### config.mk
export PLATFORM = sky130hd
export DESIGN_NAME = led_animator
export DESIGN_NICKNAME = d
export VERILOG_FILES = /design/src/rtl/led_anim_pkg.sv /design/src/rtl/led_animator_tick_gen.sv /design/src/rtl/led_animator.sv
export SDC_FILE = /design/constraint.sdc
export NUM_CORES = 1
export LEC_CHECK = 0
export BUFFER_PORTS_ARGS = -buffer_cell sky130_fd_sc_hd__buf_2
export CAP_MARGIN = 20
export CORE_ASPECT_RATIO = 0.7
export CORE_MARGIN = 2
export CORE_UTILIZATION = 50
export DETAILED_ROUTE_END_ITERATION = 6
export GPL_TIMING_DRIVEN = 1
export PLACE_DENSITY_LB_ADDON = 0.1
export SLEW_MARGIN = 20
export SYNTH_ARGS = -nofsm -noshare
export SYNTH_HDL_FRONTEND = slang
export SYNTH_HIERARCHICAL = 1
export SYNTH_SLANG_ARGS = --single-unit
### constraint.sdc
create_clock -name clk -period 4.8 [get_ports clk]
set_clock_uncertainty 0.1 [all_clocks]
set_input_delay 0.96 -clock clk [delete_from_list [all_inputs] [get_ports clk]]
set_output_delay 0.96 -clock clk [all_outputs]
set_load 0.01 [all_outputs]
### src/rtl/led_anim_pkg.sv
// Shared pattern-select encodings and reset pattern for the LED animator.
package led_anim_pkg;

    localparam int unsigned MODE_W = 2;

    typedef enum logic [MODE_W-1:0] {
        MODE_BOUNCE = 2'd0,
        MODE_ROT_L  = 2'd1,
        MODE_ROT_R  = 2'd2,
        MODE_FILL   = 2'd3
    } mode_e;

    // Zero-extended to the bar width: only bit0 lit.
    localparam logic [0:0] LED_RESET_PAT = 1'b1;

endpackage

### src/rtl/led_animator_tick_gen.sv
// Step-rate prescaler: one tick every div+1 enabled cycles.
module tick_gen #(
    parameter int unsigned DIV_W = 26
) (
    input  logic             clk,
    input  logic             rst,
    input  logic             en,
    input  logic             clr,
    input  logic [DIV_W-1:0] div,
    output logic             tick
);

    logic [DIV_W-1:0] cnt;
    logic             wrap;

    // >= so that lowering div below the running count ticks immediately
    assign wrap = (cnt >= div);
    assign tick = en && !clr && wrap;

    // Prescale counter; clr (pattern reload) restarts the period
    always_ff @(posedge clk) begin
        if (rst) begin
            cnt <= '0;
        end else if (clr) begin
            cnt <= '0;
        end else if (en) begin
            cnt <= wrap ? '0 : cnt + DIV_W'(1);
        end
    end

endmodule

### src/rtl/led_animator.sv
// LED bar animator: bounce, rotate-left, rotate-right and fill/drain patterns.
module led_animator
    import led_anim_pkg::*;
#(
    parameter int unsigned N_LEDS = 18,
    parameter int unsigned DIV_W  = 26
) (
    input  logic              clk,
    input  logic              rst,
    input  logic              en,
    input  logic [MODE_W-1:0] mode,
    input  logic [DIV_W-1:0]  div,
    output logic [N_LEDS-1:0] leds,
    output logic              dir,
    output logic              step
);

    localparam logic [N_LEDS-1:0] LEDS_RST = N_LEDS'(LED_RESET_PAT);

    generate
        if (N_LEDS < 2) begin : g_n_leds_check
            $error("led_animator: N_LEDS must be >= 2");
        end
    endgenerate

    logic [MODE_W-1:0] mode_q;
    logic              mode_chg;
    logic              tick;
    logic [N_LEDS-1:0] leds_d;
    logic              dir_d;
    logic              step_d;

    assign mode_chg = (mode != mode_q);

    tick_gen #(
        .DIV_W (DIV_W)
    ) u_tick (
        .clk  (clk),
        .rst  (rst),
        .en   (en),
        .clr  (mode_chg),
        .div  (div),
        .tick (tick)
    );

    // Next pattern: mode change reloads, otherwise a tick advances the active pattern
    always_comb begin
        leds_d = leds;
        dir_d  = dir;
        step_d = 1'b0;
        if (mode_chg) begin
            leds_d = LEDS_RST;
            dir_d  = 1'b0;
        end else if (tick) begin
            step_d = 1'b1;
            if (mode_q == MODE_FILL) begin
                if (!dir) begin
                    if (&leds) begin
                        dir_d  = 1'b1;
                        leds_d = leds << 1;
                    end else begin
                        leds_d = {leds[N_LEDS-2:0], 1'b1};
                    end
                end else begin
                    if (leds == '0) begin
                        dir_d  = 1'b0;
                        leds_d = LEDS_RST;
                    end else begin
                        leds_d = leds << 1;
                    end
                end
            end else if (!$onehot(leds)) begin
                // single-dot patterns recover from a corrupted bar
                leds_d = LEDS_RST;
                dir_d  = 1'b0;
            end else begin
                case (mode_q)
                    MODE_ROT_L: begin
                        leds_d = {leds[N_LEDS-2:0], leds[N_LEDS-1]};
                        dir_d  = 1'b0;
                    end
                    MODE_ROT_R: begin
                        leds_d = {leds[0], leds[N_LEDS-1:1]};
                        dir_d  = 1'b1;
                    end
                    default: begin
                        if (!dir && leds[N_LEDS-1]) begin
                            dir_d  = 1'b1;
                            leds_d = leds >> 1;
                        end else if (dir && leds[0]) begin
                            dir_d  = 1'b0;
                            leds_d = leds << 1;
                        end else if (dir) begin
                            leds_d = leds >> 1;
                        end else begin
                            leds_d = leds << 1;
                        end
                    end
                endcase
            end
        end
    end

    // Pattern, direction, step pulse and mode history registers
    always_ff @(posedge clk) begin
        if (rst) begin
            leds   <= LEDS_RST;
            dir    <= 1'b0;
            step   <= 1'b0;
            mode_q <= mode;
        end else begin
            leds   <= leds_d;
            dir    <= dir_d;
            step   <= step_d;
            mode_q <= mode;
        end
    end

endmodule

Yosys cells after proc, flatten, opt, wreduce, memory -nomap -nowiden

Index checks and enable logic that the tools add are counted.

Register bits: 48
Bits of input ports: 31

$add $sub $neg: 18
Magnitude comparators: 1
Eq/ne operators: 6
Multiplexer cells: 19
Reductions and logical operators: 10

Operators by type and width:

| kind                    | number |
|---|---|
| $mux W18                | 7 |
| $pmux W18 S2            | 1 |
| $add A26 B1 Y26 const B | 1 |
| $ge A26 B26 Y1          | 1 |
| $mux W26                | 1 |
| $add A1 B1 Y2           | 9 |
| $logic_not A18 Y1       | 1 |
| $reduce_and A18 Y1      | 1 |
| $add A2 B2 Y3           | 4 |
| $mux W1                 | 9 |
| $add A3 B3 Y4           | 2 |
| $ne A6 B2 Y1 const B    | 1 |
| $add A4 B4 Y5           | 1 |
| $add A5 B2 Y5           | 1 |
| $eq A5 B1 Y1 const B    | 1 |
| $eq A2 B2 Y1 const B    | 2 |
| $logic_and A1 B1 Y1     | 4 |
| $eq A2 B1 Y1 const B    | 1 |
| $logic_not A1 Y1        | 2 |
| $ne A2 B2 Y1            | 1 |
| $pmux W1 S2             | 1 |
| $reduce_and A2 Y1       | 1 |
| $reduce_or A2 Y1        | 1 |

Depth between registers and ports, before layout

Word-level depth: 8
Mapped depth: 17
Gate-level depth less buffers: 16

Modules after synthesis

The synthesis kept the hierarchy.

Modules (own cells, without submodules):

| module       | instances | cells each | area each (um^2) | sequential area each (um^2) |
|---|---|---|---|---|
| tick_gen     | 1         | 238        | 1949.4           | 520.5 |
| led_animator | 1         | 203        | 1841.8           | 440.4 |

Least setup slack after synthesis

No wires, ideal clock.

Path kind: reg2reg
Start: register leds[5]
End: register dir
Data arrival time: 4.771 ns
Slack: -0.190 ns
Cell stages (with the launch flop): 17
Path buffers: 0
Period minus slack after synthesis: 4.990 ns
Cell sequence: dfxtp_1 inv_1 fa_1 inv_1 fa_1 fa_1 inv_1 fa_1 fa_1 inv_1 ha_1 fa_1 nor4b_2 nand4b_1 a21oi_4 a31oi_1 o221a_2

Word-level cells in the longest chain between the ends: 8

Ends and longest elaborated chain:

| element                                                       | line                | RTL |
|---|---|---|
| start, declared                                               | led_animator.sv:13  | `output logic [N_LEDS-1:0] leds,` |
| start signal, assigned                                        | led_animator.sv:112 | `leds <= leds_d;` |
| $add A1 B1 Y2 (implied by the code)                           | led_animator.sv:72  | `end else if (!$onehot(leds)) begin` |
| $add A2 B2 Y3 (implied by the code)                           | led_animator.sv:72  |  |
| $add A3 B3 Y4 (implied by the code)                           | led_animator.sv:72  |  |
| $add A4 B4 Y5 (implied by the code)                           | led_animator.sv:72  |  |
| $add A5 B2 Y5 (implied by the code)                           | led_animator.sv:72  |  |
| $eq A5 B1 Y1                                                  | led_animator.sv:72  |  |
| $ne A6 B2 Y1 (no line) / $mux W1 (equally long branches)      | n/a                 |  |
| $reduce_and A2 Y1 (no line) / $mux W1 (equally long branches) | n/a                 |  |
| end signal, assigned                                          | led_animator.sv:113 | `dir <= dir_d;` |
| end, declared                                                 | led_animator.sv:14  | `output logic dir,` |

Parallel ways exist; a longest one is shown, timed or not.
A chain may end at the register's enable or synchronous reset.

Final worst setup path

Start: register leds[5]
End: register leds[3]

Word-level cells in the longest chain between the ends: 8

Ends and longest elaborated chain:

| element                             | line               | RTL |
|---|---|---|
| $add A1 B1 Y2 (implied by the code) | led_animator.sv:72 |  |
| $add A2 B2 Y3 (implied by the code) | led_animator.sv:72 |  |
| $add A3 B3 Y4 (implied by the code) | led_animator.sv:72 |  |
| $add A4 B4 Y5 (implied by the code) | led_animator.sv:72 |  |
| $add A5 B2 Y5 (implied by the code) | led_animator.sv:72 |  |
| $eq A5 B1 Y1                        | led_animator.sv:72 |  |
| $mux W18                            | led_animator.sv:72 |  |
| $mux W18 (*)                        | led_animator.sv:56 | `if (mode_q == MODE_FILL) begin` |

Every way passes the cells marked *; elsewhere a longest branch is shown, timed or not.

==> tab_implementation.tex <==
\begin{tabular}{lr}
\hline
Metric & Value \\
\hline
\multicolumn{2}{l}{\textbf{Global route}} \\
Largest net degree at the start of global routing & 35 \\
Wire length of the first global-routing pass & 15,200 um \\
Congestion Overflow GR & 0 \\
Initial antenna violation count & 0 \\
Vias in the first global route & 3,069 \\
Overall Global Routing Usage & 0.231 \\
\multicolumn{2}{l}{\textbf{Route}} \\
Violation count after the first detailed-routing iteration & 299 \\
Met3 routed wirelength & 777 um \\
Average detailed-routed wire length per instance & 15.0 um \\
Met2 wire length & 3390 um \\
Average vias per placed instance & 5.56 \\
Routed Antenna Nets & 0 \\
First-pass DRT Iterations & 7 \\
Highest signal layer in the routed design & met4 \\
Final wirelength & 8940 um \\
Via count & 3,321 \\
Met1 Routed Length & 4710 um \\
Total DRC errors in the routed layout & 0 \\
\multicolumn{2}{l}{\textbf{Outcome}} \\
Violations in the final reports & negative setup slack \\
Result of the run & finished with violations \\
\multicolumn{2}{l}{\textbf{Layout}} \\
Final net count & 581 \\
Summed area of non-filler cells in the final layout & 0.00427 mm2 \\
Antenna diodes & 0 \\
Fraction of layout cells with a size suffix above 1 & 0.208 \\
Area growth from synthesis to layout & 12.6\% \\
\multicolumn{2}{l}{\textbf{Synthesis}} \\
Synthesized netlist net count & 524 \\
Share of flip-flops with an asynchronous set or reset after synthesis & 0 \\
Most used flip-flop cell after synthesis & sky130\_fd\_sc\_hd\_\_dfxtp\_1 \\
Seq cells post-synth & 48 \\
Post-Synthesis Cells & 441 \\
Cell Area, Synth & 0.00379 mm2 \\
Number of different library cells in the post-synthesis netlist & 59 \\
Count of flip-flops with a built-in enable after synthesis & 0 \\
Warnings from Yosys & 6 \\
Post-Syn Area per Cell & 8.60 um2 \\
Portion of the post-synthesis area used by sequential elements & 0.253 \\
\multicolumn{2}{l}{\textbf{Worst setup path}} \\
FF-to-FF path depth & 17 \\
CP Class & reg2reg \\
Worst Setup End Kind & register \\
Cell chain of the critical path & inv\_2 -> fa\_1 -> inv\_2 -> fa\_1 -> fa\_1 -> inv\_2 -> fa\_1 -> fa\_1 -> inv\_1 -> ha\_2 -> fa\_1 -> nor4b\_2 -> nand4b\_1 -> a21oi\_4 -> buf\_12 -> a22oi\_1 -> a21oi\_1 \\
Cell repeated most along the worst path & sky130\_fd\_sc\_hd\_\_fa\_1 \\
Number of cells on the critical path & 17 \\
Critical path buffer and inverter count & 5 \\
Launch point of the worst reg-to-reg path & leds[5] \\
Critical register-to-register path endpoint & leds[3] \\
Critical Path RT & 4940 ps \\
Critical path's largest stage delay & 550 ps \\
Top Family by Delay on Critical Path & adder cells \\
Maximum fanout encountered on the critical timing path & 16 \\
Worst path arrival time & 5120 ps \\
Sort of element at the start of the critical path & register \\
Critical Path Slowest Stage Cell & sky130\_fd\_sc\_hd\_\_fa\_1 \\
R2R setup slack & -170 ps \\
\multicolumn{2}{l}{\textbf{Power and ir drop}} \\
Peak supply drop & 0.111 mV \\
Leak & 0.00189 uW \\
Power per cell area & 172 mW/mm2 \\
\multicolumn{2}{l}{\textbf{Floorplan}} \\
DIE AREA & 0.00831 mm2 \\
Vert. Die Dim & 76.9 um \\
Core region area & 0.00732 mm2 \\
Effective utilization at floorplan & 0.518 \\
Cell row count & 26 \\
Die Span X & 108 um \\
Total I/O pin count & 51 \\
\multicolumn{2}{l}{\textbf{Placement}} \\
GPL Wtd Cong & 0.824 \\
Cell area after placement & 0.00417 mm2 \\
Number of I/O port buffers & 50 \\
Detailed Place HPWL & 6700 um \\
Pre-CTS WS & -158 ps \\
\multicolumn{2}{l}{\textbf{Worst hold path}} \\
Worst hold path type & reg2reg \\
Startpoint of the worst hold path & u\_tick/cnt[0] \\
Worst hold path endpoint & u\_tick/cnt[0] \\
Worst hold stages & 2 \\
\multicolumn{2}{l}{\textbf{STA}} \\
Least setup slack across all paths after layout & -175 ps \\
Worst slew margin relative to its limit & 0.425 \\
Max Slew Vio Count & 0 \\
Total of endpoints with negative setup slack in the final report & 19 \\
F\_max & 201 MHz \\
Final period utilization & 1.04 \\
Setup repair after global routing missed its margin & true \\
Slew at the pin closest to its max-slew limit & 863 ps \\
Minimum period implied by the final worst setup slack & 4970 ps \\
Final number of hold-violating endpoints & 0 \\
\multicolumn{2}{l}{\textbf{Flow run}} \\
Number of max-cap violations & 0 \\
\multicolumn{2}{l}{\textbf{Clock tree}} \\
Post-CTS clock slew at the launch and capture registers of the worst setup and hold paths & 90 ps \\
TritonCTS clock tree & done \\
Num CTS Buffers & 5 \\
Number of clock sinks & 48 \\
Cts-stage hold buffer count & 0 \\
Maximum level of the CTS H-tree & 2 \\
Bufs on Longest Clock Path & 2 \\
Worst-Skew Late Latency & 320 ps \\
Clk root buf & sky130\_fd\_sc\_hd\_\_clkbuf\_8 \\
\hline
\end{tabular}
==> area by class of cell <==
class	instances	area (um2)
Inverter	57	214
Tap cell	98	123
Sequential cell	48	973
Timing Repair Buffer	66	383
Multi-Input combinational cell	320	2490
Fill cell	697	3050
Clock buffer	8	90.1
==> cells by family after synthesis <==
family	after synthesis	synth area share
compound gates	110	0.206
xor+xnor	22	0.0508
fa+ha+maj	52	0.195
buf+inv	73	0.0921
flops	48	0.253
mux	1	0.00264
simple gates	135	0.199
==> where the power goes <==
part | internal, uW | leakage (uW) | total [uW] | switching [uW]
Combinational | 28.6 | 0.00146 | 76.3 | 47.7
Clock | 118 | 0.0000455 | 259 | 141
Sequential | 398 | 0.000390 | 399 | 1.56
Total | 544 | 0.00189 | 735 | 191
==> metal layers <==
layer | track usage | up-vias
met5 | 0 | -
met2 | 0.302 | 128
met3 | 0.0672 | 4
met4 | 0.0462 | 0
met1 | 0.367 | 1500
li1 | - | 1689
==> worst register-to-register path, cell delays in order (launching register included) <==
cell,delay (ps)
sky130_fd_sc_hd__dfxtp_4,360
sky130_fd_sc_hd__inv_2,30
sky130_fd_sc_hd__fa_1,550
sky130_fd_sc_hd__inv_2,50
sky130_fd_sc_hd__fa_1,470
sky130_fd_sc_hd__fa_1,500
sky130_fd_sc_hd__inv_2,40
sky130_fd_sc_hd__fa_1,490
sky130_fd_sc_hd__fa_1,490
sky130_fd_sc_hd__inv_1,40
sky130_fd_sc_hd__ha_2,170
sky130_fd_sc_hd__fa_1,440
sky130_fd_sc_hd__nor4b_2,290
sky130_fd_sc_hd__nand4b_1,210
sky130_fd_sc_hd__a21oi_4,230
sky130_fd_sc_hd__buf_12,180
sky130_fd_sc_hd__a22oi_1,70
sky130_fd_sc_hd__a21oi_1,180
==> layout by cell type (no fill, tap or decap), types with 9 or more instances in the layout <==
| cell type | Yosys | layout |
|---|---|---|
| sky130_fd_sc_hd__ha_1 | 40 | 39 |
| sky130_fd_sc_hd__dfxtp_1 | 48 | 42 |
| sky130_fd_sc_hd__nand3_1 | 11 | 11 |
| sky130_fd_sc_hd__fa_1 | 12 | 12 |
| sky130_fd_sc_hd__inv_1 | 57 | 54 |
| sky130_fd_sc_hd__o21ai_0 | 27 | 27 |
| sky130_fd_sc_hd__buf_4 | 2 | 15 |
| sky130_fd_sc_hd__nor3_1 | 24 | 24 |
| sky130_fd_sc_hd__nand4_1 | 19 | 19 |
| sky130_fd_sc_hd__buf_2 | 1 | 50 |
| sky130_fd_sc_hd__xnor2_1 | 13 | 13 |
| sky130_fd_sc_hd__xor2_1 | 9 | 9 |
| sky130_fd_sc_hd__nand2_1 | 32 | 32 |
| sky130_fd_sc_hd__a22o_1 | 11 | 11 |
| sky130_fd_sc_hd__a21oi_1 | 28 | 28 |
| sky130_fd_sc_hd__a22oi_1 | 14 | 14 |
| sky130_fd_sc_hd__nor2_1 | 16 | 16 |
==> registers in the layout, indices dropped and copies added (netlist names) <==
name,count
step,1
mode_q,2
u_tick/cnt,26
leds,18
dir,1
==> through the flow <==
step                total power (uW)  hold WS [ps]  setup TNS (ps)  instances  utilization
finish                           735           425           -2810        597        0.583
global route                     771           459           -6050        597        0.583
CTS                              739           428           -2640        596        0.582
detailed placement               484           416           -2270        588        0.570
global placement                 484           410            -904        588        0.570
floorplan                        462           388           -13.7        441            -
==> Yosys cell counts (2+ instances only) <==
| master | instances | area (um2) |
|---|---|---|
| sky130_fd_sc_hd__a31oi_1 | 5 | 31.3 |
| sky130_fd_sc_hd__a211oi_1 | 2 | 15.0 |
| sky130_fd_sc_hd__inv_1 | 57 | 214 |
| sky130_fd_sc_hd__o211ai_1 | 2 | 15.0 |
| sky130_fd_sc_hd__nor2b_1 | 6 | 37.5 |
| sky130_fd_sc_hd__xnor2_1 | 13 | 114 |
| sky130_fd_sc_hd__dfxtp_1 | 48 | 961 |
| sky130_fd_sc_hd__nand3_1 | 11 | 55.1 |
| sky130_fd_sc_hd__a41oi_1 | 2 | 17.5 |
| sky130_fd_sc_hd__a22oi_1 | 14 | 105 |
| sky130_fd_sc_hd__buf_4 | 2 | 15.0 |
| sky130_fd_sc_hd__nand2_1 | 32 | 120 |
| sky130_fd_sc_hd__ha_1 | 40 | 500 |
| sky130_fd_sc_hd__clkbuf_8 | 2 | 27.5 |
| sky130_fd_sc_hd__o21ai_0 | 27 | 135 |
| sky130_fd_sc_hd__a22o_2 | 4 | 40.0 |
| sky130_fd_sc_hd__nand4_1 | 19 | 119 |
| sky130_fd_sc_hd__a21oi_4 | 2 | 32.5 |
| sky130_fd_sc_hd__a22o_1 | 11 | 96.3 |
| sky130_fd_sc_hd__buf_6 | 5 | 56.3 |
| sky130_fd_sc_hd__or3_1 | 2 | 12.5 |
| sky130_fd_sc_hd__nand2b_1 | 2 | 12.5 |
| sky130_fd_sc_hd__nor4_1 | 4 | 25.0 |
| sky130_fd_sc_hd__a21oi_1 | 28 | 140 |
| sky130_fd_sc_hd__fa_1 | 12 | 240 |
| sky130_fd_sc_hd__nor3_1 | 24 | 120 |
| sky130_fd_sc_hd__nor2_1 | 16 | 60.1 |
| sky130_fd_sc_hd__clkbuf_1 | 4 | 15.0 |
| sky130_fd_sc_hd__and3_1 | 5 | 31.3 |
| sky130_fd_sc_hd__a32oi_1 | 2 | 17.5 |
| sky130_fd_sc_hd__nor4_4 | 2 | 42.5 |
| sky130_fd_sc_hd__xor2_1 | 9 | 78.8 |
==> how the worst max path moves through the flow <==
stage,startpoint,endpoint,slack [ps]
after floorplan,leds[11],dir,-10
after global placement,leds[11],leds[7],-60
after detailed placement,leds[11],leds[11],-160
after CTS,leds[5],leds[11],-160
after global routing,leds[11],leds[15],-360
final,leds[5],leds[3],-170
==> timing repair <==
action,CTS,global route
hold endpoints to repair,0,0
setup endpoints to repair,19,19
gates resized for setup,1,1
setup buffers,0,1
pin swaps,2,10
Note: power is estimated with default switching activity, not from simulation.
